**src/rtl/memory_module_if.sv**
```systemverilog
// Command/response bundle between the control unit (master) and the data memory (slave).
interface memory_module_if;
  logic       isIndirect;
  logic       start;
  logic [1:0] cntrl;
  logic [7:0] addr;
  logic [7:0] dataIn;
  logic [7:0] dataOut;

  modport master (
    output isIndirect,
    output start,
    output cntrl,
    output addr,
    output dataIn,
    input  dataOut
  );

  modport slave (
    input  isIndirect,
    input  start,
    input  cntrl,
    input  addr,
    input  dataIn,
    output dataOut
  );
endinterface

```
**src/rtl/memory_module.sv**
```systemverilog
// 256x8 register-based data memory with direct and one-level indirect addressing.
// Direct commands execute on the start edge; indirect ones fetch a pointer first.
module memory_module (
  input  logic                  clk,
  input  logic                  clrRAM,
  memory_module_if.slave        bus
);

  localparam int DATA_W = 8;
  localparam int ADDR_W = 8;
  localparam int DEPTH  = 1 << ADDR_W;

  localparam logic [1:0] OP_NOP   = 2'b00;
  localparam logic [1:0] OP_READ  = 2'b01;
  localparam logic [1:0] OP_WRITE = 2'b10;
  localparam logic [1:0] OP_SWAP  = 2'b11;

  typedef enum logic [0:0] {
    IDLE  = 1'b0,
    INDIR = 1'b1
  } state_t;

  state_t              state_q, state_d;
  logic [DATA_W-1:0]   mem_q [DEPTH];
  logic [DATA_W-1:0]   mem_d [DEPTH];
  logic [DATA_W-1:0]   dout_q, dout_d;
  logic [ADDR_W-1:0]   ptr_q, ptr_d;
  logic [1:0]          op_q, op_d;
  logic [DATA_W-1:0]   data_q, data_d;

  logic                exec_en;
  logic [1:0]          exec_op;
  logic [ADDR_W-1:0]   exec_ea;
  logic [DATA_W-1:0]   exec_data;

  // Command source: live inputs in IDLE, the latched indirect command in INDIR.
  always_comb begin
    state_d   = state_q;
    ptr_d     = ptr_q;
    op_d      = op_q;
    data_d    = data_q;
    exec_en   = 1'b0;
    exec_op   = bus.cntrl;
    exec_ea   = bus.addr;
    exec_data = bus.dataIn;

    case (state_q)
      IDLE: begin
        if (bus.start) begin
          if (bus.isIndirect) begin
            ptr_d   = mem_q[bus.addr];
            op_d    = bus.cntrl;
            data_d  = bus.dataIn;
            state_d = INDIR;
          end else begin
            exec_en = 1'b1;
          end
        end
      end
      INDIR: begin
        exec_en   = 1'b1;
        exec_op   = op_q;
        exec_ea   = ptr_q;
        exec_data = data_q;
        state_d   = IDLE;
      end
      default: state_d = IDLE;
    endcase
  end

  // Execution: SWAP reads the old word before the write lands on the same edge.
  always_comb begin
    mem_d  = mem_q;
    dout_d = dout_q;
    if (exec_en) begin
      case (exec_op)
        OP_NOP: ;
        OP_READ: dout_d = mem_q[exec_ea];
        OP_WRITE: mem_d[exec_ea] = exec_data;
        OP_SWAP: begin
          dout_d         = mem_q[exec_ea];
          mem_d[exec_ea] = exec_data;
        end
        default: ;
      endcase
    end
  end

  always_ff @(posedge clk or negedge clrRAM) begin
    if (!clrRAM) begin
      state_q <= IDLE;
      mem_q   <= '{default: '0};
      dout_q  <= '0;
      ptr_q   <= '0;
      op_q    <= OP_NOP;
      data_q  <= '0;
    end else begin
      state_q <= state_d;
      mem_q   <= mem_d;
      dout_q  <= dout_d;
      ptr_q   <= ptr_d;
      op_q    <= op_d;
      data_q  <= data_d;
    end
  end

  assign bus.dataOut = dout_q;

endmodule

```
**src/flat_wrapper.sv**
```systemverilog
// flat-port wrapper written by rule: the top's interface ports become plain ports
module memory_module_flat 
  (clk, clrRAM, bus_isIndirect, bus_start, bus_cntrl, bus_addr, bus_dataIn, bus_dataOut);
  memory_module_if bus_i ();
  input  logic clk;
  input  logic clrRAM;
  input wire logic [$bits(bus_i.isIndirect)-1:0] bus_isIndirect;
  input wire logic [$bits(bus_i.start)-1:0] bus_start;
  input wire logic [$bits(bus_i.cntrl)-1:0] bus_cntrl;
  input wire logic [$bits(bus_i.addr)-1:0] bus_addr;
  input wire logic [$bits(bus_i.dataIn)-1:0] bus_dataIn;
  output wire logic [$bits(bus_i.dataOut)-1:0] bus_dataOut;
  assign bus_i.isIndirect = bus_isIndirect;
  assign bus_i.start = bus_start;
  assign bus_i.cntrl = bus_cntrl;
  assign bus_i.addr = bus_addr;
  assign bus_i.dataIn = bus_dataIn;
  assign bus_dataOut = bus_i.dataOut;
  memory_module u_core (.clk(clk), .clrRAM(clrRAM), .bus(bus_i));
endmodule
```
**config.mk**
```make
export PLATFORM = sky130hd
export DESIGN_NAME = memory_module_flat
export DESIGN_NICKNAME = d
export VERILOG_FILES = /design/src/rtl/memory_module_if.sv /design/src/rtl/memory_module.sv /design/src/flat_wrapper.sv
export SDC_FILE = /design/constraint.sdc
export NUM_CORES = 2
export LEC_CHECK = 0
export ABC_CLOCK_PERIOD_IN_PS = 3300
export BUFFER_PORTS_ARGS = -buffer_cell sky130_fd_sc_hd__buf_2
export CELL_PAD_IN_SITES_DETAIL_PLACEMENT = 1
export CELL_PAD_IN_SITES_GLOBAL_PLACEMENT = 2
export CORE_MARGIN = 4
export CORE_UTILIZATION = 44
export CTS_BUF_LIST = sky130_fd_sc_hd__clkbuf_2
export CTS_CLUSTER_DIAMETER = 150
export DETAILED_ROUTE_END_ITERATION = 6
export GPL_ROUTABILITY_DRIVEN = 1
export PLACE_DENSITY_LB_ADDON = 0.12
export SYNTH_ARGS = -nofsm -noshare
export SYNTH_HDL_FRONTEND = slang
export SYNTH_SLANG_ARGS = --single-unit
```
**constraint.sdc**
```tcl
create_clock -name clk -period 3.3 [get_ports clk]
set_input_delay 0.495 -clock clk [delete_from_list [all_inputs] [get_ports clk]]
set_output_delay 0.495 -clock clk [all_outputs]
set_load 0.02 [all_outputs]
```
-- After elaboration in Yosys (flattened, before gate mapping)
Cells that the tools add are included.
- magnitude comparators: 3
- reduce and logical (&&, ||, !) cells: 6
- muxes and demuxes: 18
- bitwise operators: 3
- eq/ne operators: 3
- operator list (cell ; number):
    2048-bit bitwise mux ; 1
    8-bit binary-select mux with 8-bit select ; 2
    8-bit demux with 8-bit select ; 1
    8-bit 2-to-1 mux ; 7
    9-bit >= comparator (second input constant) ; 2
    8-bit NOT with 9-bit output ; 2
    9-bit by 1-bit less-than comparator with 1-bit output (second input constant) ; 1
    2-bit equality test (second input constant) ; 2
    1-bit 2-to-1 mux ; 4
    1-bit one-hot mux with 2 select lines ; 2
    2-bit AND reduction ; 2
    2-bit OR reduction ; 2
    3-bit AND reduction ; 1
    2-bit by 1-bit equality test with 1-bit output (second input constant) ; 1
    2-bit 2-to-1 mux ; 1
    1-bit logical AND ; 1
    1-bit NOT ; 1
- register bits: 2075
- output and inout bits: 8
- logic and storage cells: 294

-- Longest topological paths before layout
- depth in word-level cells: 7
- mapped depth: 14
- mapped depth without buffers: 8

-- Least setup slack after synthesis
No wires, ideal clock.
- path type: input to register
- from: input port bus_addr[0]
- to: register u_core.ptr_q[0]
- library setup time: 0.134 ns
- data arrival time: 3.022 ns
- slack: 0.144 ns
- stages: 10
- required time: 3.166 ns
- cells stage by stage: buf_2 -> buf_2 -> buf_2 -> buf_1 -> mux4_2 -> mux4_2 -> mux2i_1 -> nand3_1 -> o2111ai_1 -> o211ai_1
- longest elaborated chain between the ends: 4
- RTL lines (element ; RTL line ; source):
    start, declared ; flat_wrapper.sv:10 ; input wire logic [$bits(bus_i.addr)-1:0] bus_addr;
    8-bit NOT with 9-bit output (not written as such) ; memory_module.sv:51 ; ptr_d = mem_q[bus.addr];
    8-bit binary-select mux with 8-bit select ; memory_module.sv:51 ;
    8-bit 2-to-1 mux (not written as such) (2 in a row) ; memory_module.sv:51 ;
    end signal, assigned ; memory_module.sv:101 ; ptr_q <= ptr_d;
    end, declared ; memory_module.sv:27 ; logic [ADDR_W-1:0] ptr_q, ptr_d;
No other way between the ends. The select of a mux whose other input is x is not followed.
A chain may end at the register's enable or synchronous reset.

-- Worst setup path in the final report
- from: register u_core.ptr_q[0]
- to: register u_core.dout_q[4], in the netlist u_core.bus.dataOut[4]
- longest elaborated chain between the ends: 5
- RTL lines (element ; RTL line ; source):
    8-bit 2-to-1 mux ; memory_module.sv:47 ; case (state_q)
    8-bit NOT with 9-bit output (not written as such) ; memory_module.sv:78, memory_module.sv:81 ;
    8-bit binary-select mux with 8-bit select ; memory_module.sv:78, memory_module.sv:81 ;
    8-bit 2-to-1 mux (not written as such) (2 in a row) ; memory_module.sv:78, memory_module.sv:81 ;
    end signal, assigned ; memory_module.sv:100 ; dout_q <= dout_d;
    end, declared ; memory_module.sv:26 ; logic [DATA_W-1:0] dout_q, dout_d;
No other way between the ends. The select of a mux whose other input is x is not followed.

==> reports/qor.csv <==
stage,metric,value,unit
finish,Fill cells,26800,
clocking,total CTS buffers,601,
global_route,grt total ovfl,0,
yosys,Post-synth EDFFs,0,
placement,DP Wirelength,355000,microns
routing,vias,98000,
sta,f_max,0.278,GHz
clocking,Clock Pin Slew Worst Setup and Hold Paths,0.11,ns
yosys,Syn Std Cell Area,107000,sq um
routing,Initial DRT Pass Iterations,6,
setup_path,CP Class,reg -> reg,
yosys,Yosys warnings,0,
global_route,initial antenna violation count,37,
clocking,H-tree depth,6,
routing,drt via density,6.38,
worst_hold_path,Worst Hold Class,in -> reg,
setup_path,CP Capture Type,flip-flop,
sta,Slew @ Worst Pin,1.33,ns
setup_path,Critical Path Source Type,flip-flop,
finish,"most common cell after layout, fill and taps aside",nand2_1,
floorplan,core footprint,243000,sq um
clocking,clk buf depth,4,
floorplan,I/O pin cnt,30,
yosys,Async SR Flop Fraction,100,%
outcome,failing checks,negative setup slack,
yosys,ys flop type,dfrtp_1,
clocking,Root Driver,clkbuf_2,
placement,GP Congestion,0.994,
floorplan,FP Rows,181,
sta,RSZ-0062 raised after global routing,yes,
setup_path,worst endpoint data arrival time,5.43,ns
sta,Setup WS post-layout,-0.294,ns
finish,Post-Layout Cell Count,15400,
yosys,synthesized instance count,10800,
job,MaxCap Viol Count,0,
finish,most frequent cells in the layout,"nand2_1, dfrtp_1, o21ai_0",
sta,hold_ws,0.226,ns
routing,Routed Antenna Nets,0,
setup_path,crit path max fanout,8,
floorplan,Starting Density,44.2,%
placement,Post-Place Worst Slack,-0.970,ns
finish,Total Nets Final,11800,
yosys,Syn Nets,10800,
yosys,sequential share of the synthesized area,48.3,%
sta,final setup skew,0.181,ns
sta,Tcrit/Tclk final,109,%
sta,Max Slew Vio Count,0,
routing,routed length per instance,32.8,microns
power_and_ir_drop,Power Density,443,nW/um^2
yosys,Cell variety after synth,62,
clocking,TritonCTS clock tree,yes,
placement,dpl cells,14200,
finish,share of cells above drive strength 1,26.7,%
power_and_ir_drop,P_leak,55.1,nW
routing,drt total wl,504000,microns
global_route,largest net degree at the start of global routing,129,
yosys,#FFs+latches synth,2075,
finish,area delta synth->final,19.7,%
global_route,number of global-route vias before repair,100000,
global_route,total track usage,39.8,%
yosys,post-synthesis average cell area,9.99,sq um
floorplan,die extent in y,502,microns
floorplan,DIE WIDTH,502,microns
setup_path,CP required,5.13,ns
global_route,first-pass GRT wire length,728000,microns
routing,drt drc,0,
routing,Iter 0 DRT Violations,11600,
sta,Setup-failing EPs final,62,
clocking,Num Clock Sinks,2075,
sta,minimum clock period,3.59,ns
floorplan,full die area,252000,sq um
power_and_ir_drop,Overall Power,56.9,mW
sta,final hold vios,0,
placement,PortBufs,29,
sta,final setup TNS,-3.09,ns
clocking,worst skew pair latency,2.00,ns
power_and_ir_drop,maximum vdd ir drop,0.000314,V
sta,Max-slew headroom,11.2,%
outcome,status,"finished, violations left",
==> timing repair <==
| action | 4_1_cts | 5_1_grt |
|---|---|---|
| gates cloned | 7 | 6 |
| gates resized for setup | 96 | 92 |
| hold buffers | 52 | 0 |
| setup endpoints to repair | 653 | 25 |
| endpoints found under the hold margin | 4150 | 0 |
| buffers inserted | 57 | 12 |
| pin swaps | 20 | 20 |
==> report_power, final <==
group          internal, mW  total (mW)  leakage, nW  switching (mW)
logic                  3.62        9.83         22.5            6.21
clock network          7.75        19.7         3.96            12.0
registers              26.4        27.4         28.7           0.991
total                  37.8        56.9         55.1            19.2
==> kinds of logic (layout without fill, tap and decap cells) <==
group / count (synthesis) / in the layout / share of synthesized area [%]
AND/OR/NAND/NOR: 4267 / 4267 / 16.0
AO/OA/AOI/OAI: 2437 / 2437 / 12.2
flip-flops: 2075 / 2075 / 48.3
multiplexers: 998 / 1000 / 19.6
buffers and inverters: 978 / 2351 / 3.82
other: 0 / 29 / 0
==> sequential cells by signal (all words and copies together) (netlist names) <==
register and count:
u_core.bus.dataOut 8, u_core.ptr_q 8, u_core.mem_q 2048, u_core.op_q 2
u_core.data_q 8, u_core.state_q 1
==> through the flow <==
step	instance area, sq um	util (%)
after floorplan	107000	-
after global placement	121000	49.8
after detailed placement	121000	49.8
after CTS	128000	52.6
after global routing	129000	52.9
final	129000	52.9
==> layout make-up <==
cell class / count / area [sq um] / area share [%]
Antenna cell: 29 / 72.6 / 0.0564
Clock buffer: 855 / 4280 / 3.33
Clock inverter: 140 / 902 / 0.702
Inverter: 2 / 7.51 / 0.00584
Multi-Input combinational cell: 7704 / 52400 / 40.7
Sequential cell: 2075 / 51900 / 40.4
Tap cell: 3202 / 4010 / 3.12
Timing Repair Buffer: 1354 / 15000 / 11.7
==> cells in the mapped netlist (4+ instances only) <==
cell | instances | share of area, %
a311oi_1 | 65 | 0.53
a41oi_1 | 6 | 0.049
nand2b_1 | 4 | 0.023
a22oi_1 | 56 | 0.39
mux2_2 | 4 | 0.042
nand3b_1 | 4 | 0.028
o32a_1 | 5 | 0.047
o2111ai_1 | 15 | 0.12
mux2i_1 | 109 | 1.0
buf_1 | 60 | 0.21
buf_6 | 16 | 0.17
a32oi_1 | 52 | 0.42
a32o_1 | 5 | 0.047
nand3_1 | 484 | 2.3
o31ai_1 | 4 | 0.028
buf_2 | 208 | 0.97
nor2_1 | 62 | 0.22
nand2_1 | 3484 | 12
a31oi_1 | 44 | 0.26
buf_4 | 14 | 0.098
mux4_2 | 882 | 18
dfrtp_1 | 2075 | 48
a22o_1 | 9 | 0.073
and3_1 | 81 | 0.47
o22ai_1 | 5 | 0.029
nand4_1 | 93 | 0.54
nor4_1 | 8 | 0.047
nor3_1 | 16 | 0.075
and2_1 | 8 | 0.047
o21ai_1 | 57 | 0.27
a21oi_1 | 52 | 0.24
clkbuf_1 | 678 | 2.4
o211ai_1 | 18 | 0.13
o21ai_0 | 2021 | 9.4
a21o_1 | 4 | 0.028
==> routing by layer <==
metal	wire, microns	GRT usage, %	vias up
met5	107	0	-
met4	38500	26.0	16
met3	45500	9.78	1371
met2	224000	59.3	5145
met1	197000	52.0	50900
li1	-	-	40600
==> final timing paths <==
path | cells after the start | start | slack, ns | end
setup / recovery | 13 | u_core.ptr_q[0] | -0.29 | u_core.bus.dataOut[4]
hold / removal | 9 | bus_addr[4] | 0.23 | u_core.mem_q[1560]
setup reg to reg | 13 | u_core.ptr_q[0] | -0.29 | u_core.bus.dataOut[4]
hold reg to reg | 2 | u_core.mem_q[189] | 0.51 | u_core.mem_q[189]
max in group asynchronous | 6 | clrRAM | 1.64 | u_core.mem_q[1449]
min in group asynchronous | 5 | clrRAM | 0.29 | u_core.mem_q[1598]
==> worst max-delay path: stages (launching register included) <==
cell and delay, ns:
dfrtp_2 0.47, mux2_8 0.43, buf_12 0.20, bufbuf_16 0.29, buf_4 0.14, buf_4 0.17
nand2_1 0.07, and3_1 0.16, a311oi_1 0.05, o21ai_0 0.36, a21oi_1 0.12, nand4b_1 0.40
buf_4 0.29, o32a_1 0.29
Power figures use the tool's default switching activity.
